$ cat config.mk
export PLATFORM = sky130hd
export DESIGN_NAME = data_mem_arbiter_flat
export DESIGN_NICKNAME = d
export VERILOG_FILES = /design/src/rtl/data_mem_arbiter_pkg.sv /design/src/rtl/data_mem_arbiter_if.sv /design/src/rtl/data_mem_arbiter_read_tag_pipe.sv /design/src/rtl/data_mem_arbiter.sv /design/src/flat_wrapper.sv
export SDC_FILE = /design/constraint.sdc
export NUM_CORES = 1
export LEC_CHECK = 0
export CAP_MARGIN = 15
export CORE_AREA = 2 2 94 96
export DETAILED_ROUTE_END_ITERATION = 16
export DIE_AREA = 0 0 96 98
export DONT_BUFFER_PORTS = 1
export GPL_TIMING_DRIVEN = 0
export SKIP_CTS_REPAIR_TIMING = 1
export SYNTH_ARGS = -nofsm -noshare
export SYNTH_HDL_FRONTEND = slang
export SYNTH_SLANG_ARGS = --single-unit
$ cat constraint.sdc
create_clock -name clk_100mhz -period 1.6 [get_ports clk_100mhz]
set_input_delay 0.32 -clock clk_100mhz [delete_from_list [all_inputs] [get_ports clk_100mhz]]
set_output_delay 0.32 -clock clk_100mhz [all_outputs]
set_load 0.005 [all_outputs]
$ cat src/rtl/data_mem_arbiter_pkg.sv
// data_mem_arbiter_pkg: shared types and constants for the data BRAM arbiter.
// Holds the FSM state encoding, requester identities and the read tag format
// carried through the read latency pipeline.
package data_mem_arbiter_pkg;

  // Arbiter FSM states. The enum is used for debug visibility. The localparams
  // below are the encodings the FSM register actually uses.
  typedef enum logic {
    ARB    = 1'b0,
    LOCKED = 1'b1
  } arb_state_t;

  localparam logic [0:0] ST_ARB    = 1'b0;
  localparam logic [0:0] ST_LOCKED = 1'b1;

  // Requester identity, used for the round-robin pointer and read routing.
  typedef enum logic {
    OWNER_CORE = 1'b0,
    OWNER_HOST = 1'b1
  } arb_owner_t;

  // Cycles from a read grant to valid data on the RAM douta port.
  localparam int DATA_MEM_READ_LATENCY = 2;

  // One slot of the read tag pipeline: is there a read in flight, and who owns it.
  typedef struct packed {
    logic       valid;
    arb_owner_t owner;
  } read_tag_t;

  // The requester that did not win. Used to flip the round-robin pointer.
  function automatic arb_owner_t other_owner(input arb_owner_t owner);
    return (owner == OWNER_CORE) ? OWNER_HOST : OWNER_CORE;
  endfunction

endpackage

$ cat src/rtl/data_mem_arbiter_if.sv
// data_mem_arbiter_if: bundles the core port, host port and RAM port signals
// of the data BRAM arbiter.
// slave  : the arbiter side.
// master : the surrounding logic (core memory stage, host loader, RAM).
//
// Handshake: a request transfers in the cycle where *_valid_in && *_ready_out
// are both high. ready is combinational from valid, FSM state and pointer. A
// requester keeps addr/wdata/we stable from raising valid until it sees
// ready. At most one ready is high in any cycle. Read data returns later on
// *_rdata_out, qualified by a one-cycle *_rvalid_out pulse.
interface data_mem_arbiter_if
  import data_mem_arbiter_pkg::*;
#(
  parameter int ADDR_WIDTH = 12,
  parameter int DATA_WIDTH = 32
);

  // core load/store port
  logic                  core_valid_in;
  logic                  core_ready_out;
  logic                  core_we_in;
  logic [ADDR_WIDTH-1:0] core_addr_in;
  logic [DATA_WIDTH-1:0] core_wdata_in;
  logic [DATA_WIDTH-1:0] core_rdata_out;
  logic                  core_rvalid_out;

  // host loader/debug port
  logic                  host_valid_in;
  logic                  host_ready_out;
  logic                  host_we_in;
  logic                  host_lock_in;
  logic [ADDR_WIDTH-1:0] host_addr_in;
  logic [DATA_WIDTH-1:0] host_wdata_in;
  logic [DATA_WIDTH-1:0] host_rdata_out;
  logic                  host_rvalid_out;

  // RAM port A
  logic [ADDR_WIDTH-1:0] ram_addr_out;
  logic [DATA_WIDTH-1:0] ram_din_out;
  logic                  ram_we_out;
  logic [DATA_WIDTH-1:0] ram_dout_in;

  // FSM observation
  arb_state_t            dbg_state;
  arb_owner_t            dbg_ptr;

  modport slave (
    input  core_valid_in, core_we_in, core_addr_in, core_wdata_in,
    output core_ready_out, core_rdata_out, core_rvalid_out,
    input  host_valid_in, host_we_in, host_lock_in, host_addr_in, host_wdata_in,
    output host_ready_out, host_rdata_out, host_rvalid_out,
    output ram_addr_out, ram_din_out, ram_we_out,
    input  ram_dout_in,
    output dbg_state, dbg_ptr
  );

  modport master (
    output core_valid_in, core_we_in, core_addr_in, core_wdata_in,
    input  core_ready_out, core_rdata_out, core_rvalid_out,
    output host_valid_in, host_we_in, host_lock_in, host_addr_in, host_wdata_in,
    input  host_ready_out, host_rdata_out, host_rvalid_out,
    input  ram_addr_out, ram_din_out, ram_we_out,
    output ram_dout_in,
    input  dbg_state, dbg_ptr
  );

endinterface

$ cat src/rtl/data_mem_arbiter_read_tag_pipe.sv
// read_tag_pipe: shift register of {valid, owner} tags, DEPTH stages deep.
// The tail lines up with the cycle in which the RAM presents the data for
// the read that entered at the head. Asynchronous active-low clear drops
// every in-flight read.
module read_tag_pipe
  import data_mem_arbiter_pkg::*;
#(
  parameter int DEPTH = DATA_MEM_READ_LATENCY
) (
  input  logic      clk_100mhz,
  input  logic      rst_in,
  input  read_tag_t tag_in,
  output read_tag_t tag_out
);

  read_tag_t stage_q [DEPTH];

  // Shift every cycle. The head takes the tag of this cycle's grant.
  always_ff @(posedge clk_100mhz or negedge rst_in) begin
    if (!rst_in) begin
      for (int i = 0; i < DEPTH; i++) begin
        stage_q[i] <= '0;
      end
    end else begin
      stage_q[0] <= tag_in;
      for (int i = 1; i < DEPTH; i++) begin
        stage_q[i] <= stage_q[i-1];
      end
    end
  end

  assign tag_out = stage_q[DEPTH-1];

endmodule

$ cat src/rtl/data_mem_arbiter.sv
// data_mem_arbiter: shares the single-port data BRAM between the core
// load/store port and the host loader/debug port.
// - One grant per cycle, round-robin when both ports request.
// - The host may lock the RAM for bursts.
// - Read data is routed back to whichever port issued the read.
// Optional build macro DATA_MEM_ARB_LOCK_TIMEOUT_EN: after LOCK_MAX consecutive
// locked cycles, a waiting core forces the arbiter back to ARB and gets the
// next grant.
module data_mem_arbiter
  import data_mem_arbiter_pkg::*;
#(
  parameter int ADDR_WIDTH   = 12,
  parameter int DATA_WIDTH   = 32,
  parameter int READ_LATENCY = DATA_MEM_READ_LATENCY,
  parameter int LOCK_MAX     = 64
) (
  input  logic                clk_100mhz,
  input  logic                rst_in,
  data_mem_arbiter_if.slave   bus
);

  // Reject parameter sets the pipeline or lock counter cannot represent.
  if (READ_LATENCY < 1 || LOCK_MAX < 1) begin : g_bad_params
    $error("data_mem_arbiter: READ_LATENCY and LOCK_MAX must be at least 1");
  end

  logic [0:0]            state_q, state_d;
  arb_owner_t            ptr_q, ptr_d;
  logic                  core_gnt, host_gnt;
  logic                  lock_timeout;

  logic [ADDR_WIDTH-1:0] ram_addr;
  logic [DATA_WIDTH-1:0] ram_din;
  logic                  ram_we;

  read_tag_t             rd_tag_head, rd_tag_tail;
  logic                  rd_issue;
  arb_owner_t            rd_owner;

  logic [DATA_WIDTH-1:0] core_rdata_q, host_rdata_q;
  logic                  core_rvalid_q, host_rvalid_q;

  // Grant selection. Reset suppresses every grant so the RAM is never written.
  always_comb begin
    core_gnt = 1'b0;
    host_gnt = 1'b0;
    if (rst_in) begin
      if (state_q == ST_LOCKED) begin
        host_gnt = bus.host_valid_in;
      end else if (bus.core_valid_in && bus.host_valid_in) begin
        core_gnt = (ptr_q == OWNER_CORE);
        host_gnt = (ptr_q == OWNER_HOST);
      end else begin
        core_gnt = bus.core_valid_in;
        host_gnt = bus.host_valid_in;
      end
    end
  end

  // FSM next state and round-robin pointer update.
  always_comb begin
    state_d = state_q;
    ptr_d   = ptr_q;
    if (state_q == ST_LOCKED) begin
      // Leaving the lock always hands the next conflict to the core.
      if (!bus.host_lock_in || lock_timeout) begin
        state_d = ST_ARB;
        ptr_d   = OWNER_CORE;
      end
    end else begin
      // Only contested cycles move the pointer. Lone requests leave it alone.
      if (bus.core_valid_in && bus.host_valid_in) begin
        ptr_d = other_owner(ptr_q);
      end
      if (host_gnt && bus.host_lock_in) begin
        state_d = ST_LOCKED;
      end
    end
  end

  // FSM state and pointer registers.
  always_ff @(posedge clk_100mhz or negedge rst_in) begin
    if (!rst_in) begin
      state_q <= ST_ARB;
      ptr_q   <= OWNER_CORE;
    end else begin
      state_q <= state_d;
      ptr_q   <= ptr_d;
    end
  end

`ifdef DATA_MEM_ARB_LOCK_TIMEOUT_EN
  localparam int               CNT_W     = $clog2(LOCK_MAX + 1);
  localparam logic [CNT_W-1:0] LOCK_LAST = CNT_W'(LOCK_MAX - 1);

  logic [CNT_W-1:0] lock_cnt_q;

  // Count consecutive LOCKED cycles. Any ARB cycle parks the count at zero,
  // so each new entry into LOCKED starts fresh.
  always_ff @(posedge clk_100mhz or negedge rst_in) begin
    if (!rst_in) begin
      lock_cnt_q <= '0;
    end else if (state_q != ST_LOCKED) begin
      lock_cnt_q <= '0;
    end else if (lock_cnt_q != LOCK_LAST) begin
      lock_cnt_q <= lock_cnt_q + 1'b1;
    end
  end

  // Fires in the LOCK_MAX-th locked cycle. It holds there until the core asks.
  assign lock_timeout = (state_q == ST_LOCKED) && (lock_cnt_q == LOCK_LAST)
                        && bus.core_valid_in;
`else
  // Without the timeout, LOCKED lasts for as long as the host holds its lock.
  assign lock_timeout = 1'b0;
`endif

  // RAM drive. With no grant, present the core address and never write.
  always_comb begin
    ram_addr = bus.core_addr_in;
    ram_din  = bus.core_wdata_in;
    ram_we   = core_gnt && bus.core_we_in;
    if (host_gnt) begin
      ram_addr = bus.host_addr_in;
      ram_din  = bus.host_wdata_in;
      ram_we   = bus.host_we_in;
    end
  end

  assign rd_issue    = (core_gnt && !bus.core_we_in) || (host_gnt && !bus.host_we_in);
  assign rd_owner    = host_gnt ? OWNER_HOST : OWNER_CORE;
  assign rd_tag_head = '{valid: rd_issue, owner: rd_owner};

  read_tag_pipe #(
    .DEPTH (READ_LATENCY)
  ) u_read_tag_pipe (
    .clk_100mhz (clk_100mhz),
    .rst_in     (rst_in),
    .tag_in     (rd_tag_head),
    .tag_out    (rd_tag_tail)
  );

  // Capture RAM data for the tail owner. The other port's rdata is untouched.
  always_ff @(posedge clk_100mhz or negedge rst_in) begin
    if (!rst_in) begin
      core_rdata_q  <= '0;
      host_rdata_q  <= '0;
      core_rvalid_q <= 1'b0;
      host_rvalid_q <= 1'b0;
    end else begin
      core_rvalid_q <= rd_tag_tail.valid && (rd_tag_tail.owner == OWNER_CORE);
      host_rvalid_q <= rd_tag_tail.valid && (rd_tag_tail.owner == OWNER_HOST);
      if (rd_tag_tail.valid && (rd_tag_tail.owner == OWNER_CORE)) begin
        core_rdata_q <= bus.ram_dout_in;
      end
      if (rd_tag_tail.valid && (rd_tag_tail.owner == OWNER_HOST)) begin
        host_rdata_q <= bus.ram_dout_in;
      end
    end
  end

  assign bus.core_ready_out  = core_gnt;
  assign bus.host_ready_out  = host_gnt;
  assign bus.ram_addr_out    = ram_addr;
  assign bus.ram_din_out     = ram_din;
  assign bus.ram_we_out      = ram_we;
  assign bus.core_rdata_out  = core_rdata_q;
  assign bus.core_rvalid_out = core_rvalid_q;
  assign bus.host_rdata_out  = host_rdata_q;
  assign bus.host_rvalid_out = host_rvalid_q;
  assign bus.dbg_state       = arb_state_t'(state_q);
  assign bus.dbg_ptr         = ptr_q;

endmodule

$ cat src/flat_wrapper.sv
// flat-port wrapper written by rule: the top's interface ports become plain ports
module data_mem_arbiter_flat import data_mem_arbiter_pkg::*;
#(
  parameter int ADDR_WIDTH   = 12,
  parameter int DATA_WIDTH   = 32,
  parameter int READ_LATENCY = DATA_MEM_READ_LATENCY,
  parameter int LOCK_MAX     = 64
)
  (clk_100mhz, rst_in, bus_core_valid_in, bus_core_we_in, bus_core_addr_in, bus_core_wdata_in, bus_core_ready_out, bus_core_rdata_out, bus_core_rvalid_out, bus_host_valid_in, bus_host_we_in, bus_host_lock_in, bus_host_addr_in, bus_host_wdata_in, bus_host_ready_out, bus_host_rdata_out, bus_host_rvalid_out, bus_ram_addr_out, bus_ram_din_out, bus_ram_we_out, bus_ram_dout_in, bus_dbg_state, bus_dbg_ptr);
  data_mem_arbiter_if #(.ADDR_WIDTH(ADDR_WIDTH), .DATA_WIDTH(DATA_WIDTH)) bus_i ();
  input  logic clk_100mhz;
  input  logic rst_in;
  input wire logic [$bits(bus_i.core_valid_in)-1:0] bus_core_valid_in;
  input wire logic [$bits(bus_i.core_we_in)-1:0] bus_core_we_in;
  input wire logic [$bits(bus_i.core_addr_in)-1:0] bus_core_addr_in;
  input wire logic [$bits(bus_i.core_wdata_in)-1:0] bus_core_wdata_in;
  output wire logic [$bits(bus_i.core_ready_out)-1:0] bus_core_ready_out;
  output wire logic [$bits(bus_i.core_rdata_out)-1:0] bus_core_rdata_out;
  output wire logic [$bits(bus_i.core_rvalid_out)-1:0] bus_core_rvalid_out;
  input wire logic [$bits(bus_i.host_valid_in)-1:0] bus_host_valid_in;
  input wire logic [$bits(bus_i.host_we_in)-1:0] bus_host_we_in;
  input wire logic [$bits(bus_i.host_lock_in)-1:0] bus_host_lock_in;
  input wire logic [$bits(bus_i.host_addr_in)-1:0] bus_host_addr_in;
  input wire logic [$bits(bus_i.host_wdata_in)-1:0] bus_host_wdata_in;
  output wire logic [$bits(bus_i.host_ready_out)-1:0] bus_host_ready_out;
  output wire logic [$bits(bus_i.host_rdata_out)-1:0] bus_host_rdata_out;
  output wire logic [$bits(bus_i.host_rvalid_out)-1:0] bus_host_rvalid_out;
  output wire logic [$bits(bus_i.ram_addr_out)-1:0] bus_ram_addr_out;
  output wire logic [$bits(bus_i.ram_din_out)-1:0] bus_ram_din_out;
  output wire logic [$bits(bus_i.ram_we_out)-1:0] bus_ram_we_out;
  input wire logic [$bits(bus_i.ram_dout_in)-1:0] bus_ram_dout_in;
  output wire logic [$bits(bus_i.dbg_state)-1:0] bus_dbg_state;
  output wire logic [$bits(bus_i.dbg_ptr)-1:0] bus_dbg_ptr;
  assign bus_i.core_valid_in = bus_core_valid_in;
  assign bus_i.core_we_in = bus_core_we_in;
  assign bus_i.core_addr_in = bus_core_addr_in;
  assign bus_i.core_wdata_in = bus_core_wdata_in;
  assign bus_core_ready_out = bus_i.core_ready_out;
  assign bus_core_rdata_out = bus_i.core_rdata_out;
  assign bus_core_rvalid_out = bus_i.core_rvalid_out;
  assign bus_i.host_valid_in = bus_host_valid_in;
  assign bus_i.host_we_in = bus_host_we_in;
  assign bus_i.host_lock_in = bus_host_lock_in;
  assign bus_i.host_addr_in = bus_host_addr_in;
  assign bus_i.host_wdata_in = bus_host_wdata_in;
  assign bus_host_ready_out = bus_i.host_ready_out;
  assign bus_host_rdata_out = bus_i.host_rdata_out;
  assign bus_host_rvalid_out = bus_i.host_rvalid_out;
  assign bus_ram_addr_out = bus_i.ram_addr_out;
  assign bus_ram_din_out = bus_i.ram_din_out;
  assign bus_ram_we_out = bus_i.ram_we_out;
  assign bus_i.ram_dout_in = bus_ram_dout_in;
  assign bus_dbg_state = bus_i.dbg_state;
  assign bus_dbg_ptr = bus_i.dbg_ptr;
  data_mem_arbiter #(.ADDR_WIDTH(ADDR_WIDTH), .DATA_WIDTH(DATA_WIDTH), .READ_LATENCY(READ_LATENCY), .LOCK_MAX(LOCK_MAX)) u_core (.clk_100mhz(clk_100mhz), .rst_in(rst_in), .bus(bus_i));
endmodule
## Word-level counts from Yosys, hierarchy flattened

Cells that the tools add are included.

- Eq/ne operators: 1
- Muxes and demuxes: 17
- Bitwise gates (word level): 2
- Reductions and logical operators: 12

Operators with widths:

| kind | count |
|---|---|
| $mux W32 | 1 |
| $mux W1 | 15 |
| $mux W12 | 1 |
| $logic_and A1 B1 Y1 | 7 |
| $logic_not A1 Y1 | 2 |
| $ne A2 B2 Y1 const B | 1 |
| $not A1 Y1 | 2 |
| $reduce_and A2 Y1 | 1 |
| $reduce_bool A2 Y1 | 1 |
| $logic_or A1 B1 Y1 | 1 |

- Bits in registers: 72
- Input port bits: 127
- Output and inout port bits: 115
- Logic and storage cells: 42

## Longest topological paths before layout

Gate-level depths: netlist of the first run.

- Depth in word-level cells: 7
- Mapped depth: 5
- Mapped depth without buffers: 3

## Modules after synthesis

Synthesis of the first run repeated with hierarchy kept, for this count alone.

- Cells, all modules: 211
- Area total of the unflattened synthesis: 3365.7 µm²

By module, submodules not included:

| module | instances | cells each | area an instance (µm²) | sequential area each (µm²) |
|---|---|---|---|---|
| data_mem_arbiter | 1 | 205 | 3250.6 | 1701.6 |
| read_tag_pipe | 1 | 6 | 115.1 | 100.1 |

## Least setup slack after synthesis of the first run

No wires, ideal clock.

- Path type: register to output
- Start: reg u_core.state_q, in the netlist u_core.bus.dbg_state
- End: out bus_ram_din_out[15]
- Data arrival time: 1.384 ns
- Setup slack: -0.104 ns
- Stages on the path, launching flop included: 5
- Buffers on the path: 2
- Path through: dfrtp_1 -> o311a_1 -> buf_6 -> buf_6 -> mux2_4

- Cells in the longest elaborated chain, start to end: 3

RTL lines:

| item | RTL line | source |
|---|---|---|
| start, declared | data_mem_arbiter.sv:27 | `logic [0:0] state_q, state_d;` |
| start signal, assigned | data_mem_arbiter.sv:87 | `state_q <= state_d;` |
| $mux W1 | data_mem_arbiter.sv:48 | `if (state_q == ST_LOCKED) begin` |
| $mux W1 | data_mem_arbiter.sv:47 | `if (rst_in) begin` |
| $mux W32 | data_mem_arbiter.sv:123 | `if (host_gnt) begin` |
| end, declared | flat_wrapper.sv:29 | `output wire logic [$bits(bus_i.ram_din_out)-1:0] bus_ram_din_out;` |

No other way between the ends.

## Worst setup path in the final report of the first run

- Start: reg u_core.ptr_q, in the netlist u_core.bus.dbg_ptr
- End: out bus_ram_din_out[30]

- Cells in the longest elaborated chain, start to end: 4

RTL lines:

| item | RTL line | source |
|---|---|---|
| start, declared | data_mem_arbiter.sv:28 | `arb_owner_t ptr_q, ptr_d;` |
| start signal, assigned | data_mem_arbiter.sv:88 | `ptr_q <= ptr_d;` |
| $mux W1 | data_mem_arbiter.sv:50 | `end else if (bus.core_valid_in && bus.host_valid_in) begin` |
| $mux W1 | data_mem_arbiter.sv:48 |  |
| $mux W1 | data_mem_arbiter.sv:47 |  |
| named net bus_host_ready_out | flat_wrapper.sv:25 | `output wire logic [$bits(bus_i.host_ready_out)-1:0] bus_host_ready_out;` |
| $mux W32 | data_mem_arbiter.sv:123 |  |

The timed path passes the listed nets, and every way through them passes these cells.

==> flow_summary.toml, run 1 <==
[route]
drt_iter0_markers = 55
drt-wirelength-per-cell_um = 22.8
ant_nets = 0
vias_per_cell = 5.44
vias = 1839
firstDrtPassIters = 4
drt_wl_total_um = 7710
drc = 0

[setup_path]
slowest_stage = "dfrtp_2"
r2r_slack_ns = 0.14
crit_buf_inv = 2
regToRegStartpoint = "u_core.bus.dbg_ptr"
arrival_ns = 1.79
path_common_cell = "buf_12"
r2r-end = "u_core.u_read_tag_pipe.stage_q[3]"
cp.depth = 4
worst_setup_path_end_kind = "primary output"
crit_path_start_kind = "register"
path_class = "reg2out"
path_cells = "o311a_4 > buf_12 > buf_12 > mux2_4"
crit_fanout = 11
cp.required_ns = 1.28
cp_slowest_stage_delay_ns = 0.45
reg2reg_depth = 4
critPathCapture = "bus_ram_din_out[30]"
cp_top_family = "flip-flops"
crit_start = "u_core.bus.dbg_ptr"

[clock_network]
clockRootBuffer = "clkbuf_8"
clock_path_buffers = 2
htreeDepth = 3
cts_sinks = 72
clock_latency_ns = 0.34
cts_tree = "built"
cts_made_buffers = 9
clk_pin_slew_worst_paths_ns = 0.08

[status]
violations = "hold timing, setup timing"
status = "finished with violations"

[cells_and_area]
n_fill_cell = 793
final_cell_count_no_fill = 338
drive_gt1_frac = 0.630
diodes = 0
area.sequential_mm2 = 0.00180
stdcell_area_mm2 = 0.00369
multiInputGateArea_mm2 = 0.00138
final_common_cell = "mux2_2"
final_cell_mix = "90 x mux2_2, 70 x dfrtp_1, 18 x mux2_4"
areaGrowthSynthToFinish_pct = 13.6
nets = 352
final_util = 0.436

[grt]
grt-busiest-layer = "met2"
grt_use_total = 0.155
grt_max_degree = 75
met3_usage = 0.0548
grt_pass1_wl_um = 10500
grt.overflow.total = 0
grt_use_met2 = 0.240
antenna_found_initial = 0
grtUsageMet1 = 0.188
first_global_vias = 1869

[flow_run]
maxCapViolCount = 0

[power]
leakage_nw = 1.59
ir_worst_vdd_uv = 654
power.density_mw_per_mm2 = 1580

[floorplanning]
num_rows = 34
die_x_um = 96
core_mm2 = 0.00847
io_pins = 242
die-area_mm2 = 0.00941
die_h_um = 98
start_util = 0.384

[sta]
slew_headroom = 0.798
hold_viol = 72
setup_ws_ns = -0.505
max_freq_ghz = 0.475
skew_ns = 0.00950
setup_violations = 46
rsz0062_at_grt = "yes"
drv_slew = 0
fin_crit_sh = 1.32
min_period_ns = 2.11
whs_ns = -0.331
worst_pin_slew_ns = 0.303

[placed_design]
dp_slack_ns = -0.177
dp_hpwl_um = 6070
gp_congestion = 0.817
portBuffers = 0
place_inst = 316
place_area_mm2 = 0.00339

[yosys]
ys_ff_latch = 72
post-synth-top-area-cell = "dfrtp_1"
synth.area.top_cells = "dfrtp_1 55%, mux2_2 32%, mux2_4 7.4%, buf_2 1.1%, buf_6 1.0%"
syn-cell-area_mm2 = 0.00325
ys_seq_area_frac = 0.554
netlist.area_leader.share = 0.554
synth_nets = 335
synth_cells = 208
synth_cell_types = 18
yosys_warnings = 0
avgSynthCellArea_um2 = 15.6

[hold_path]
hp-class = "in2async"
-- routing by layer --
layer,part of all wire,vias to the layer above
met5,0,-
met4,0.030,0
met3,0.11,13
met2,0.48,143
met1,0.38,908
li1,-,775
-- area by class of cell --
cell class	count	area share
multi-input combinational	120	0.373
buffer	12	0.0309
timing repair buffer	6	0.0122
tap	108	0.0366
clock buffer	9	0.0336
clock inverter	7	0.0210
sequential	72	0.489
inverter	4	0.00407
-- flip-flops by register name (all words and copies together), names as in the netlist --
register,count
u_core.u_read_tag_pipe.tag_out,2
u_core.bus.core_rdata_out,32
u_core.bus.host_rvalid_out,1
u_core.u_read_tag_pipe.stage_q,2
u_core.bus.host_rdata_out,32
u_core.bus.dbg_state,1
u_core.bus.core_rvalid_out,1
u_core.bus.dbg_ptr,1
-- cells by family (layout without fill, tap and decap cells) --
kind of cell	Yosys count	after routing	synth area share
XOR/XNOR	1	1	0.00270
flip-flops	72	72	0.554
multiplexers	108	108	0.393
AND/OR/NAND/NOR	5	5	0.00809
AO/OA/AOI/OAI	6	6	0.0139
buffers and inverters	16	38	0.0281
-- power breakdown --
part	internal, mW	switching (mW)	total (mW)
Clock	0.733	0.707	1.44
Combinational	0.797	0.374	1.17
Sequential	2.60	0.605	3.21
Total	4.14	1.69	5.82
-- through the flow --
stage               setup TNS [ns]  power (mW)
global route                -23.06        6.18
finish                      -20.63        5.82
detailed placement           -3.42        4.41
global placement             -3.48        4.36
floorplan                    -1.32        4.06
CTS                         -20.78        5.87
-- synthesized netlist by cell type --
master,number
mux2_2,92
dfrtp_1,72
mux2_4,16
buf_2,7
inv_1,4
buf_6,3
a22o_1,2
nand2_1,2
a21oi_1,1
buf_1,1
clkbuf_1,1
nand3_1,1
nand3b_1,1
nor2b_1,1
o21a_1,1
o21ai_0,1
o311a_1,1
xor2_1,1
-- worst min path at each step --
stage | startpoint | to | slack (ns) | cells past startpoint
floorplan | rst_in | u_core.bus.core_rdata_out[0] | 0.02 | 0
global placement | rst_in | u_core.bus.core_rdata_out[11] | 0.03 | 0
detailed placement | rst_in | u_core.bus.core_rdata_out[11] | 0.03 | 0
CTS | rst_in | u_core.bus.core_rdata_out[31] | -0.36 | 0
global route | rst_in | u_core.bus.core_rdata_out[28] | -0.37 | 0
finish | rst_in | u_core.bus.host_rdata_out[7] | -0.33 | 0
-- worst register-to-register path, cell delays in order, from the launching register on --
cell	delay, ns
dfrtp_2	0.45
o311a_4	0.39
buf_12	0.15
buf_12	0.15
a22o_1	0.23
Power figures use the tool's default switching activity.
==> run 2: changes to the inputs <==
TNS_END_PERCENT = 30   (was default)
==> flow_summary.toml, run 2 (same netlist as run 1, synthesis figures left out) <==
[clock_network]
clockRootBuffer = "clkbuf_8"
htreeDepth = 3
clock_latency_ns = 0.34
cts_sinks = 72
clock_path_buffers = 2
cts_tree = "built"
cts_made_buffers = 9
clk_pin_slew_worst_paths_ns = 0.09

[route]
vias = 1849
ant_nets = 0
drt-wirelength-per-cell_um = 23.7
drt_wl_total_um = 7980
drc = 0
drt_iter0_markers = 38
vias_per_cell = 5.49
firstDrtPassIters = 4

[sta]
skew_ns = 0.0118
drv_slew = 0
setup_ws_ns = -0.512
rsz0062_at_grt = "yes"
fin_crit_sh = 1.32
whs_ns = -0.341
setup_violations = 46
min_period_ns = 2.11
slew_headroom = 0.745
worst_pin_slew_ns = 0.382
max_freq_ghz = 0.473
hold_viol = 72

[placed_design]
portBuffers = 0
place_inst = 316
gp_congestion = 0.890
dp_hpwl_um = 6140

[floorplanning]
die-area_mm2 = 0.00941
num_rows = 34
die_h_um = 98
io_pins = 242
die_x_um = 96
start_util = 0.384
core_mm2 = 0.00847

[power]
p_switching_mw = 1.75
leakage_nw = 1.60
p_comb_frac = 0.195
power.density_mw_per_mm2 = 1630
power_frac_seq = 0.529
intPower_mw = 4.36
p_clk_frac = 0.276
ir_worst_vdd_uv = 472
swShare = 0.287

[grt]
grt.overflow.total = 0
grt_max_degree = 75
antenna_found_initial = 0
grt_pass1_wl_um = 10900
grt_use_total = 0.160
first_global_vias = 1878

[setup_path]
path_class = "reg2out"
cp.required_ns = 1.28
crit_path_start_kind = "register"
crit_fanout = 11
worst_setup_path_end_kind = "primary output"
arrival_ns = 1.79

[flow_run]
maxCapViolCount = 0

[hold_path]
hp-class = "in2async"

[status]
violations = "hold timing, setup timing"
status = "finished with violations"

[cells_and_area]
nets = 351
areaGrowthSynthToFinish_pct = 14.9
drive_gt1_frac = 0.629
final_common_cell = "mux2_2"
final_cell_count_no_fill = 337
final_util = 0.441
final_cell_mix = "92 x mux2_2, 70 x dfrtp_1, 16 x mux2_4"
diodes = 0
## run 2: cell types whose count changed in the layout (fill, tap and decap cells not counted), moves of 2 or more
cell	before	now
buf_4	6	4
clkbuf_16	0	2
clkinv_4	2	0
mux2_2	90	92
mux2_4	18	16
## run 2: worst paths after layout
kind	from	cells past startpoint	end	slack, ns
worst max register to register	u_core.bus.dbg_ptr	4	u_core.u_read_tag_pipe.stage_q[3]	0.13
min in group clk_100mhz	bus_host_lock_in	1	u_core.bus.dbg_state	0.10
worst min-delay path	rst_in	0	u_core.bus.host_rdata_out[2]	-0.34
worst max-delay path	u_core.bus.dbg_ptr	4	bus_ram_din_out[28]	-0.51
worst min register to register	u_core.u_read_tag_pipe.stage_q[3]	0	u_core.u_read_tag_pipe.tag_out[1]	0.35
max in group asynchronous	rst_in	0	u_core.bus.dbg_state	1.84
## run 2: power by group through the flow
stage / registers (mW) / clock network (mW) / logic [mW]
global route: 3.36 / 1.83 / 1.28
floorplan: 3.06 / 0 / 1.00
finish: 3.23 / 1.69 / 1.19
global placement: 3.26 / 0 / 1.11
detailed placement: 3.29 / 0 / 1.15
CTS: 3.25 / 1.73 / 1.15
## run 2: critical path: stages, from the launching register on
cell     delay [ns]
dfrtp_2        0.45
o311a_4        0.40
buf_8          0.15
buf_12         0.15
mux2_4         0.31
## run 2: layout make-up
| cell class | count | area, µm² |
|---|---|---|
| fillers | 813 | 4730 |
| flip-flops and latches | 72 | 1800 |
| multi-input cells | 120 | 1370 |
| clock buffers | 10 | 138 |
| well taps | 108 | 135 |
| plain buffers | 12 | 105 |
| clock inverters | 6 | 97.6 |
| repair buffers | 5 | 72.6 |
| inverters | 4 | 15.0 |
## run 2: routing by layer
layer / vias to the layer above / part of all wire / track usage / wire [µm]
met5: - / 0 / 0 / 0
met1: 935 / 0.36 / 0.173 / 2880
met3: 8 / 0.12 / 0.0756 / 934
met4: 0 / 0.010 / 0.0484 / 80
li1: 776 / - / - / -
met2: 130 / 0.51 / 0.273 / 4080
## run 2: through the flow
stage / instance area, µm² / setup WS (ns) / hold WS (ns) / setup TNS, ns / total power, mW
3_5_place_dp: 3390 / -0.211 / 0.0260 / -5.44 / 4.44
2_1_floorplan: 3250 / -0.0818 / 0.0244 / -1.32 / 4.06
3_3_place_gp: 3390 / -0.206 / 0.0260 / -5.17 / 4.37
5_1_grt: 3730 / -0.569 / -0.381 / -23.80 / 6.48
6_report: 3730 / -0.512 / -0.341 / -20.72 / 6.10
4_1_cts: 3620 / -0.590 / -0.359 / -22.89 / 6.13
